$ cat src/rtl/uart_loopback_fifo_if.sv
// System-side signals of uart_loopback_fifo: mode/clear controls in, RX status and FIFO level out.
interface uart_loopback_fifo_if #(
  parameter int unsigned DATA_W     = 8,
  parameter int unsigned FIFO_DEPTH = 16
);
  localparam int unsigned AW = $clog2(FIFO_DEPTH);

  logic              mode_i;
  logic              clr_i;
  logic [DATA_W-1:0] rx_data_o;
  logic              rx_valid_o;
  logic              frame_err_o;
  logic              overrun_o;
  logic [AW:0]       fifo_level_o;

  modport master (
    output mode_i, clr_i,
    input  rx_data_o, rx_valid_o, frame_err_o, overrun_o, fifo_level_o
  );

  modport slave (
    input  mode_i, clr_i,
    output rx_data_o, rx_valid_o, frame_err_o, overrun_o, fifo_level_o
  );
endinterface

$ cat src/rtl/uart_loopback_fifo.sv
// UART loopback: RX -> FIFO -> TX echo (mode 0) or incrementing-pattern generator on TX (mode 1).
module uart_loopback_fifo #(
  parameter int unsigned CLK_HZ     = 100_000_000,
  parameter int unsigned BIT_RATE   = 9600,
  parameter int unsigned DATA_W     = 8,
  parameter int unsigned FIFO_DEPTH = 16,
  parameter int unsigned GEN_MAX    = (1 << DATA_W) - 1
) (
  input  logic                 clk_i,
  input  logic                 nreset_i,
  input  logic                 rx_i,
  output logic                 tx_o,
  uart_loopback_fifo_if.slave  sys
);
  localparam int unsigned CPB   = CLK_HZ / BIT_RATE;
  localparam int unsigned CNT_W = $clog2(CPB);
  localparam int unsigned BIT_W = $clog2(DATA_W);
  localparam int unsigned AW    = $clog2(FIFO_DEPTH);

  localparam logic [CNT_W-1:0]  CNT_LAST  = CNT_W'(CPB - 1);
  localparam logic [CNT_W-1:0]  CNT_HALF  = CNT_W'(CPB / 2 - 1);
  localparam logic [BIT_W-1:0]  BIT_LAST  = BIT_W'(DATA_W - 1);
  localparam logic [AW:0]       DEPTH_L   = (AW + 1)'(FIFO_DEPTH);
  localparam logic [DATA_W-1:0] GEN_LAST  = DATA_W'(GEN_MAX);

  typedef enum logic [2:0] {RX_IDLE, RX_START, RX_DATA, RX_STOP, RX_BREAK} rx_state_e;
  typedef enum logic [1:0] {TX_IDLE, TX_START, TX_DATA, TX_STOP} tx_state_e;

  // ---------------- receiver ----------------
  rx_state_e         rx_state_q;
  logic              rx_meta_q, rxs_q;
  logic [CNT_W-1:0]  rx_cnt_q;
  logic [BIT_W-1:0]  rx_bit_q;
  logic [DATA_W-1:0] rx_shift_q, rx_data_q;
  logic              rx_valid_q, frame_err_q;
  logic              rx_tick, push;

  assign rx_tick = (rx_cnt_q == CNT_LAST);
  assign push    = (rx_state_q == RX_STOP) && rx_tick && rxs_q;

  always_ff @(posedge clk_i or negedge nreset_i) begin
    if (!nreset_i) begin
      rx_meta_q   <= 1'b1;
      rxs_q       <= 1'b1;
      rx_state_q  <= RX_IDLE;
      rx_cnt_q    <= '0;
      rx_bit_q    <= '0;
      rx_shift_q  <= '0;
      rx_data_q   <= '0;
      rx_valid_q  <= 1'b0;
      frame_err_q <= 1'b0;
    end else begin
      rx_meta_q   <= rx_i;
      rxs_q       <= rx_meta_q;
      rx_valid_q  <= 1'b0;
      frame_err_q <= 1'b0;
      case (rx_state_q)
        RX_IDLE: if (!rxs_q) begin
          rx_state_q <= RX_START;
          rx_cnt_q   <= '0;
          rx_bit_q   <= '0;
        end
        RX_START: if (rx_cnt_q == CNT_HALF) begin
          rx_cnt_q   <= '0;
          rx_state_q <= rxs_q ? RX_IDLE : RX_DATA;
        end else begin
          rx_cnt_q <= rx_cnt_q + 1'b1;
        end
        RX_DATA: if (rx_tick) begin
          rx_cnt_q   <= '0;
          rx_shift_q <= {rxs_q, rx_shift_q[DATA_W-1:1]};
          rx_bit_q   <= rx_bit_q + 1'b1;
          if (rx_bit_q == BIT_LAST) rx_state_q <= RX_STOP;
        end else begin
          rx_cnt_q <= rx_cnt_q + 1'b1;
        end
        RX_STOP: if (rx_tick) begin
          rx_cnt_q <= '0;
          if (rxs_q) begin
            rx_valid_q <= 1'b1;
            rx_data_q  <= rx_shift_q;
            rx_state_q <= RX_IDLE;
          end else begin
            frame_err_q <= 1'b1;
            rx_state_q  <= RX_BREAK;
          end
        end else begin
          rx_cnt_q <= rx_cnt_q + 1'b1;
        end
        RX_BREAK: if (rxs_q) rx_state_q <= RX_IDLE;
        default: rx_state_q <= RX_IDLE;
      endcase
    end
  end

  // ---------------- FIFO ----------------
  logic [DATA_W-1:0] mem_q [FIFO_DEPTH];
  logic [AW-1:0]     wr_ptr_q, wr_ptr_d, rd_ptr_q, rd_ptr_d;
  logic [AW:0]       level_q, level_d;
  logic              overrun_q, overrun_d;
  logic              full, pop, wr_en;
  tx_state_e         tx_state_q;

  assign full  = (level_q == DEPTH_L);
  // A pop is only ever requested from a non-empty FIFO, so a full push is safe when it pairs with a pop.
  assign pop   = (tx_state_q == TX_IDLE) && !sys.mode_i && (level_q != '0) && !sys.clr_i;
  assign wr_en = push && (!full || pop) && !sys.clr_i;

  always_comb begin
    wr_ptr_d  = wr_ptr_q;
    rd_ptr_d  = rd_ptr_q;
    level_d   = level_q;
    overrun_d = overrun_q;
    if (sys.clr_i) begin
      wr_ptr_d  = '0;
      rd_ptr_d  = '0;
      level_d   = '0;
      overrun_d = 1'b0;
    end else begin
      if (wr_en) wr_ptr_d = wr_ptr_q + 1'b1;
      if (pop)   rd_ptr_d = rd_ptr_q + 1'b1;
      if (push && full && !pop) overrun_d = 1'b1;
      case ({wr_en, pop})
        2'b10:   level_d = level_q + 1'b1;
        2'b01:   level_d = level_q - 1'b1;
        default: level_d = level_q;
      endcase
    end
  end

  always_ff @(posedge clk_i or negedge nreset_i) begin
    if (!nreset_i) begin
      wr_ptr_q  <= '0;
      rd_ptr_q  <= '0;
      level_q   <= '0;
      overrun_q <= 1'b0;
    end else begin
      wr_ptr_q  <= wr_ptr_d;
      rd_ptr_q  <= rd_ptr_d;
      level_q   <= level_d;
      overrun_q <= overrun_d;
    end
  end

  always_ff @(posedge clk_i) begin
    if (wr_en) mem_q[wr_ptr_q] <= rx_shift_q;
  end

  // ---------------- transmitter ----------------
  logic [CNT_W-1:0]  tx_cnt_q;
  logic [BIT_W-1:0]  tx_bit_q;
  logic [DATA_W-1:0] tx_shift_q, gen_q;
  logic              tx_q, gen_frame_q, tx_tick;

  assign tx_tick = (tx_cnt_q == CNT_LAST);

  // tx_q is registered from the current state, so the line lags the FSM by one cycle.
  always_ff @(posedge clk_i or negedge nreset_i) begin
    if (!nreset_i) begin
      tx_state_q  <= TX_IDLE;
      tx_cnt_q    <= '0;
      tx_bit_q    <= '0;
      tx_shift_q  <= '0;
      tx_q        <= 1'b1;
      gen_q       <= '0;
      gen_frame_q <= 1'b0;
    end else begin
      case (tx_state_q)
        TX_IDLE: begin
          tx_q <= 1'b1;
          if (sys.mode_i) begin
            tx_shift_q  <= gen_q;
            gen_frame_q <= 1'b1;
            tx_cnt_q    <= '0;
            tx_state_q  <= TX_START;
          end else if (pop) begin
            tx_shift_q  <= mem_q[rd_ptr_q];
            gen_frame_q <= 1'b0;
            tx_cnt_q    <= '0;
            tx_state_q  <= TX_START;
          end
        end
        TX_START: begin
          tx_q <= 1'b0;
          if (tx_tick) begin
            tx_cnt_q   <= '0;
            tx_bit_q   <= '0;
            tx_state_q <= TX_DATA;
          end else begin
            tx_cnt_q <= tx_cnt_q + 1'b1;
          end
        end
        TX_DATA: begin
          tx_q <= tx_shift_q[0];
          if (tx_tick) begin
            tx_cnt_q   <= '0;
            tx_shift_q <= tx_shift_q >> 1;
            tx_bit_q   <= tx_bit_q + 1'b1;
            if (tx_bit_q == BIT_LAST) tx_state_q <= TX_STOP;
          end else begin
            tx_cnt_q <= tx_cnt_q + 1'b1;
          end
        end
        TX_STOP: begin
          tx_q <= 1'b1;
          if (tx_tick) begin
            tx_cnt_q   <= '0;
            tx_state_q <= TX_IDLE;
          end else begin
            tx_cnt_q <= tx_cnt_q + 1'b1;
          end
        end
        default: tx_state_q <= TX_IDLE;
      endcase

      if (sys.clr_i)
        gen_q <= '0;
      else if ((tx_state_q == TX_STOP) && tx_tick && gen_frame_q)
        gen_q <= (gen_q == GEN_LAST) ? '0 : gen_q + 1'b1;
    end
  end

  assign tx_o             = tx_q;
  assign sys.rx_data_o    = rx_data_q;
  assign sys.rx_valid_o   = rx_valid_q;
  assign sys.frame_err_o  = frame_err_q;
  assign sys.overrun_o    = overrun_q;
  assign sys.fifo_level_o = level_q;
endmodule

$ cat src/flat_wrapper.sv
// flat-port wrapper written by rule: the top's interface ports become plain ports
module uart_loopback_fifo_flat 
#(
  parameter int unsigned CLK_HZ     = 100_000_000,
  parameter int unsigned BIT_RATE   = 9600,
  parameter int unsigned DATA_W     = 8,
  parameter int unsigned FIFO_DEPTH = 16,
  parameter int unsigned GEN_MAX    = (1 << DATA_W) - 1
)
  (clk_i, nreset_i, rx_i, tx_o, sys_mode_i, sys_clr_i, sys_rx_data_o, sys_rx_valid_o, sys_frame_err_o, sys_overrun_o, sys_fifo_level_o);
  uart_loopback_fifo_if #(.DATA_W(DATA_W), .FIFO_DEPTH(FIFO_DEPTH)) sys_i ();
  input  logic clk_i;
  input  logic nreset_i;
  input  logic rx_i;
  output logic tx_o;
  input wire logic [$bits(sys_i.mode_i)-1:0] sys_mode_i;
  input wire logic [$bits(sys_i.clr_i)-1:0] sys_clr_i;
  output wire logic [$bits(sys_i.rx_data_o)-1:0] sys_rx_data_o;
  output wire logic [$bits(sys_i.rx_valid_o)-1:0] sys_rx_valid_o;
  output wire logic [$bits(sys_i.frame_err_o)-1:0] sys_frame_err_o;
  output wire logic [$bits(sys_i.overrun_o)-1:0] sys_overrun_o;
  output wire logic [$bits(sys_i.fifo_level_o)-1:0] sys_fifo_level_o;
  assign sys_i.mode_i = sys_mode_i;
  assign sys_i.clr_i = sys_clr_i;
  assign sys_rx_data_o = sys_i.rx_data_o;
  assign sys_rx_valid_o = sys_i.rx_valid_o;
  assign sys_frame_err_o = sys_i.frame_err_o;
  assign sys_overrun_o = sys_i.overrun_o;
  assign sys_fifo_level_o = sys_i.fifo_level_o;
  uart_loopback_fifo #(.CLK_HZ(CLK_HZ), .BIT_RATE(BIT_RATE), .DATA_W(DATA_W), .FIFO_DEPTH(FIFO_DEPTH), .GEN_MAX(GEN_MAX)) u_core (.clk_i(clk_i), .nreset_i(nreset_i), .rx_i(rx_i), .tx_o(tx_o), .sys(sys_i));
endmodule
$ cat config.mk
export PLATFORM = sky130hd
export DESIGN_NAME = uart_loopback_fifo_flat
export DESIGN_NICKNAME = d
export VERILOG_FILES = /design/src/rtl/uart_loopback_fifo_if.sv /design/src/rtl/uart_loopback_fifo.sv /design/src/flat_wrapper.sv
export SDC_FILE = /design/constraint.sdc
export NUM_CORES = 1
export LEC_CHECK = 0
export BUFFER_PORTS_ARGS = -buffer_cell sky130_fd_sc_hd__buf_2
export CAP_MARGIN = 20
export CORE_AREA = 2 2 138 140
export CTS_CLUSTER_SIZE = 25
export DETAILED_ROUTE_END_ITERATION = 16
export DIE_AREA = 0 0 140 142
export PLACE_DENSITY = 0.73
export SLEW_MARGIN = 20
export SYNTH_ARGS = -nofsm -noshare
export SYNTH_HDL_FRONTEND = slang
export SYNTH_SLANG_ARGS = --single-unit
$ cat constraint.sdc
create_clock -name clk_i -period 5.2 [get_ports clk_i]
set_input_delay 0.52 -clock clk_i [delete_from_list [all_inputs] [get_ports clk_i]]
set_output_delay 0.52 -clock clk_i [all_outputs]
set_load 0.01 [all_outputs]
# --- Yosys cells after proc, flatten, opt, wreduce, memory -nomap -nowiden ---
# Memory sizes are Yosys's and may differ from the RTL's.
# Cells that the tools add are included.
word_totals:
  word_cells: 154
  output_inout_bits: 17
  register_bits: 91
  mem_bits_rw: 128
  memories: 1
op_classes:
  mux: 56
  n_addsub: 9
  eq_ne: 27
  reduce_logical: 41
mem_list:
  columns: ["name", "depth", "word_bits", "read_ports", "rd_ports_with_merged_regs", "write_ports", "line", "text"]
  rows:
  - ["u_core.mem_q", 16, 8, 1, 0, 1, "uart_loopback_fifo.sv:97", "logic [DATA_W-1:0] mem_q [FIFO_DEPTH];"]
ops:
  columns: ["operator", "n"]
  rows:
  - ["14-bit 2-to-1 mux", 6]
  - ["8-bit 2-to-1 mux", 6]
  - ["14-bit case mux with 3 select lines", 1]
  - ["3-bit 2-to-1 mux", 11]
  - ["14-bit by 1-bit adder with 14-bit output, second input constant", 2]
  - ["14-bit == test, second input constant", 2]
  - ["14-bit case mux with 2 select lines", 1]
  - ["2-bit by 1-bit != test with 1-bit output, second input constant", 9]
  - ["4-bit 2-to-1 mux", 4]
  - ["8-bit case mux with 2 select lines", 1]
  - ["2-bit nonzero test", 8]
  - ["3-bit case mux with 5 select lines", 1]
  - ["14-bit by 13-bit == test with 1-bit output, second input constant", 1]
  - ["2-bit 2-to-1 mux", 7]
  - ["1-bit 2-to-1 mux", 12]
  - ["3-bit case mux with 2 select lines", 2]
  - ["3-bit AND reduction", 4]
  - ["1-bit logical AND", 11]
  - ["5-bit case mux with 2 select lines", 1]
  - ["3-bit == test, second input constant", 3]
  - ["4-bit by 1-bit adder with 4-bit output, second input constant", 2]
  - ["8-bit by 1-bit adder with 8-bit output, second input constant", 1]
  - ["8-bit == test, second input constant", 1]
  - ["2-bit case mux with 4 select lines", 1]
  - ["other kinds (23)", 35]

# --- Depth between registers and ports, before layout ---
logic_depth:
  depth_word: 10
  depth_mapped: 12
  ltp_nobuf: 11

# --- Worst setup path before layout ---
# Ideal clock, no wire load.
synth_timing:
  kind: "register -> register"
  startpoint: "reg u_core.tx_state_q[0]"
  endpoint: "mem u_core.mem_q[12][0] (enable)"
  slack_ps: 2509
  path_stages_with_launch: 9
  n_path_buf: 1
  arrival_time_ps: 2321
  path_cell_list: "dfrtp_1 > inv_1 > ha_1 > buf_2 > or3b_1 > nand3_1 > nand3_1 > or4_1 > nor2_1"
synth_via:
  elab_chain_cells: 9
synth_lines:
  columns: ["item", "line", "text"]
  rows:
  - ["start, declared", "uart_loopback_fifo.sv:102", "tx_state_e tx_state_q;"]
  - ["start signal, assigned", "uart_loopback_fifo.sv:160", "tx_state_q <= TX_IDLE;"]
  - ["start signal, assigned", "uart_loopback_fifo.sv:175", "tx_state_q <= TX_START;"]
  - ["start signal, assigned", "uart_loopback_fifo.sv:180", "tx_state_q <= TX_START;"]
  - ["2-bit zero test", "uart_loopback_fifo.sv:106", "assign pop = (tx_state_q == TX_IDLE) && !sys.mode_i && (level_q != '0) && !sys.clr_i;"]
  - ["1-bit logical AND (3 in a row)", "uart_loopback_fifo.sv:106", null]
  - ["1-bit logical OR", "uart_loopback_fifo.sv:107", "assign wr_en = push && (!full || pop) && !sys.clr_i;"]
  - ["1-bit logical AND (2 in a row)", "uart_loopback_fifo.sv:107", null]
  - ["1-bit 2-to-1 mux", "uart_loopback_fifo.sv:146", "if (wr_en) mem_q[wr_ptr_q] <= rx_shift_q;"]
  - ["1-bit 2-to-1 mux (not written as such)", "uart_loopback_fifo.sv:146", null]
  - ["end, declared", "uart_loopback_fifo.sv:97", null]
# No other way between the ends.

# --- Worst setup path after layout ---
layout_timing:
  startpoint: "reg u_core.tx_state_q[1]"
  endpoint: "mem u_core.mem_q[15][3] (enable)"
# Same word-level chain as after synthesis.

==> flow_summary.json <==
{
  "cp_max_fo": 11,
  "grt_pass1_vias": 5814,
  "core_area_um2": 18500,
  "ys_types": 69,
  "antennaDiodeCount": 0,
  "gp_congestion": 0.852,
  "setup_tns_ns": 0,
  "slew_violations": 0,
  "cts_root_buf": "clkbuf_16",
  "cp_data_arrival_time_ns": 3.31,
  "crit_cells": 7,
  "cts_made_buffers": 23,
  "nets": 753,
  "post_cts_buffers": 0,
  "crit_required_ns": 5.34,
  "grt.total_usage_pct": 21.1,
  "path_class": "reg -> reg",
  "slowest_stage": "nor2_1",
  "drtAntennaViolNets": 0,
  "cts.clk_slew.worst_paths_ns": 0.06,
  "syn-cell-area_um2": 9900,
  "worst_setup_path_end_kind": "flip-flop",
  "max_stage_delay_ns": 0.57,
  "crit_chain": "inv_1 > ha_1 > or3b_1 > nand3_1 > nand3_1 > or4_1 > nor2_1",
  "die_area_um2": 19900,
  "ir_drop_mv": 0.288,
  "routedWlPerCell_um": 21.0,
  "ys_seq_area_share_pct": 61.8,
  "cts_sinks": 219,
  "drive_above_1_share_pct": 18.1,
  "crit_end": "u_core.mem_q[15][3]",
  "areaGrowthSynthToFinish_pct": 10.4,
  "numPortBuffers": 21,
  "syn_area_per_cell_um2": 13.9,
  "vias": 5964,
  "dpl.hpwl_um": 13300,
  "crit_top_cell": "nand3_1",
  "ys_dominant_reg_cell": "edfxtp_1",
  "drc_errors": 0,
  "whs_ns": 0.114,
  "clkLatencyLatePin_ns": 0.51,
  "finClkSkew_ns": 0.0115,
  "r2r-end": "u_core.mem_q[15][3]",
  "leakage_nw": 4.43,
  "crit_start": "u_core.tx_state_q[1]",
  "grt_max_degree": 57,
  "holdCritPathClass": "in -> reg",
  "fin_area_um2": 10900,
  "die_y_um": 142,
  "setup_viol": 0,
  "path_delay_family": "simple AND/OR/NAND/NOR gates",
  "grt_overflow_total": 0,
  "clk_path_buf_depth": 3,
  "regToRegStartpoint": "u_core.tx_state_q[1]",
  "viasPerCell": 6.09,
  "synth_edf_count": 128,
  "final_common_cell": "edfxtp_1",
  "cp-start-kind": "flip-flop",
  "slew_headroom_pct": 31.4,
  "synth_nets": 736,
  "r2r_slack_ns": 2.02,
  "yosys.area.top_type_share_pct": 38.8,
  "synthTopCellsByArea": "edfxtp_1 39%, dfrtp_1 22%, mux4_2 7.7%",
  "die_w_um": 140,
  "ctsHtreeMaxLevel": 1,
  "grt_pass1_wl_um": 32800,
  "dpl-instance-area_um2": 10200,
  "yosysTopAreaCell": "edfxtp_1",
  "worstMarginPinSlew_ns": 1.02,
  "reg2regPathDepth": 7,
  "ys_ff_latch": 219,
  "io_pins": 22,
  "ys_warn_count": 0,
  "syn_inst": 711,
  "status": "finished, final reports clean",
  "cts_tree": "built",
  "wl_um": 20500,
  "fmax_mhz": 315,
  "rsz0062_at_grt": "no",
  "power_density_nw_per_um2": 351,
  "num_rows": 50,
  "crit_buf_inv": 1,
  "antenna_found_initial": 0,
  "first_iter_violations": 591,
  "cap_violations": 0,
  "start_util_pct": 53.7,
  "min_period_over_period_pct": 61.1,
  "hold_viol": 0,
  "final_cell_mix": "128 x edfxtp_1, 87 x dfrtp_1, 56 x nor2_1, 40 x nand2_1, 34 x mux4_2",
  "synth_async_sr_flop_share_pct": 41.6,
  "dr.pass1.iters": 7,
  "post-route-util_pct": 59.3,
  "fin_crit_ns": 3.18
}
==> cell type report <==
cell class | instances | area (um2)
inverters | 20 | 75.1
clock inverters | 10 | 104
repair buffers | 25 | 140
fillers | 1337 | 7520
flip-flops and latches | 219 | 6130
clock buffers | 32 | 652
well taps | 234 | 293
multi-input cells | 439 | 3550
==> sequential cells by signal (all words and copies together), names as in the netlist <==
register	count
u_core.gen_frame_q	1
u_core.gen_q	8
u_core.mem_q	128
u_core.rd_ptr_q	4
u_core.rx_bit_q	3
u_core.rx_cnt_q	14
u_core.rx_meta_q	1
u_core.rx_shift_q	8
u_core.rx_state_q	3
u_core.rxs_q	1
u_core.sys.fifo_level_o	5
u_core.sys.frame_err_o	1
u_core.sys.overrun_o	1
u_core.sys.rx_data_o	8
u_core.sys.rx_valid_o	1
u_core.tx_bit_q	3
u_core.tx_cnt_q	14
u_core.tx_o	1
u_core.tx_shift_q	8
u_core.tx_state_q	2
u_core.wr_ptr_q	4
==> worst min path at each step <==
stage	from	depth (start not counted)	to	slack, ns
floorplan	nreset_i	0	u_core.gen_frame_q	0.22
global placement	u_core.rx_meta_q	0	u_core.rxs_q	0.35
detailed placement	u_core.rx_meta_q	0	u_core.rxs_q	0.35
CTS	rx_i	1	u_core.rx_meta_q	0.1
global route	rx_i	1	u_core.rx_meta_q	0.10
finish	rx_i	1	u_core.rx_meta_q	0.11
==> routing by layer <==
layer  vias to the layer above  GRT usage (%)  share of wire (%)
li1                       2713              -                  -
met1                      3001           30.3                 44
met2                       221           33.9                 47
met3                        29           3.53                6.8
met4                         0           5.90                2.0
met5                         -              0                  0
==> per-stage QoR <==
stage | power (W) | setup WS, ns | instances
after detailed placement | 0.00224 | 2.05 | 936
final | 0.00384 | 2.02 | 979
after global placement | 0.00222 | 2.15 | 936
after global routing | 0.00396 | 1.80 | 979
after CTS | 0.00386 | 1.99 | 979
after floorplan | 0.00216 | 2.51 | 711
==> timing repair <==
action | 4_1_cts | 5_1_grt
gates resized for setup | 0 | 0
hold buffers | 1 | 0
hold endpoints to repair | 15 | 0
==> synth_stat cells, drive strengths merged (8+ instances only) <==
cell type and number:
o21ai 33, nor2 56, nand2b 12, and2 23, clkbuf 17, xor2 12, nor3 8, edfxtp 128
mux2i 15, xnor2 8, nor2b 10, inv 20, nand4 10, nand2 40, buf 16, ha 20
mux2 22, nand3 26, mux4 34, dfrtp 88, nor4 10, a21oi 20
==> cells by family after synthesis <==
kind of cell / count (synthesis) / synth area share [%]
adder cells (fa/ha/maj): 20 / 2.53
AO/OA/AOI/OAI: 99 / 6.95
AND/OR/NAND/NOR: 229 / 12.8
flip-flops: 219 / 61.8
multiplexers: 71 / 11.7
buffers and inverters: 53 / 2.32
XOR/XNOR: 20 / 1.77
==> where the power goes <==
part / switching, W / internal, W / total [W] / leakage, nW
logic: 0.000189 / 0.000110 / 0.000299 / 1.35
registers: 0.0000369 / 0.00187 / 0.00191 / 2.72
clock network: 0.000654 / 0.000977 / 0.00163 / 0.366
total: 0.000881 / 0.00296 / 0.00384 / 4.43
(Power assumes the default switching activity.)
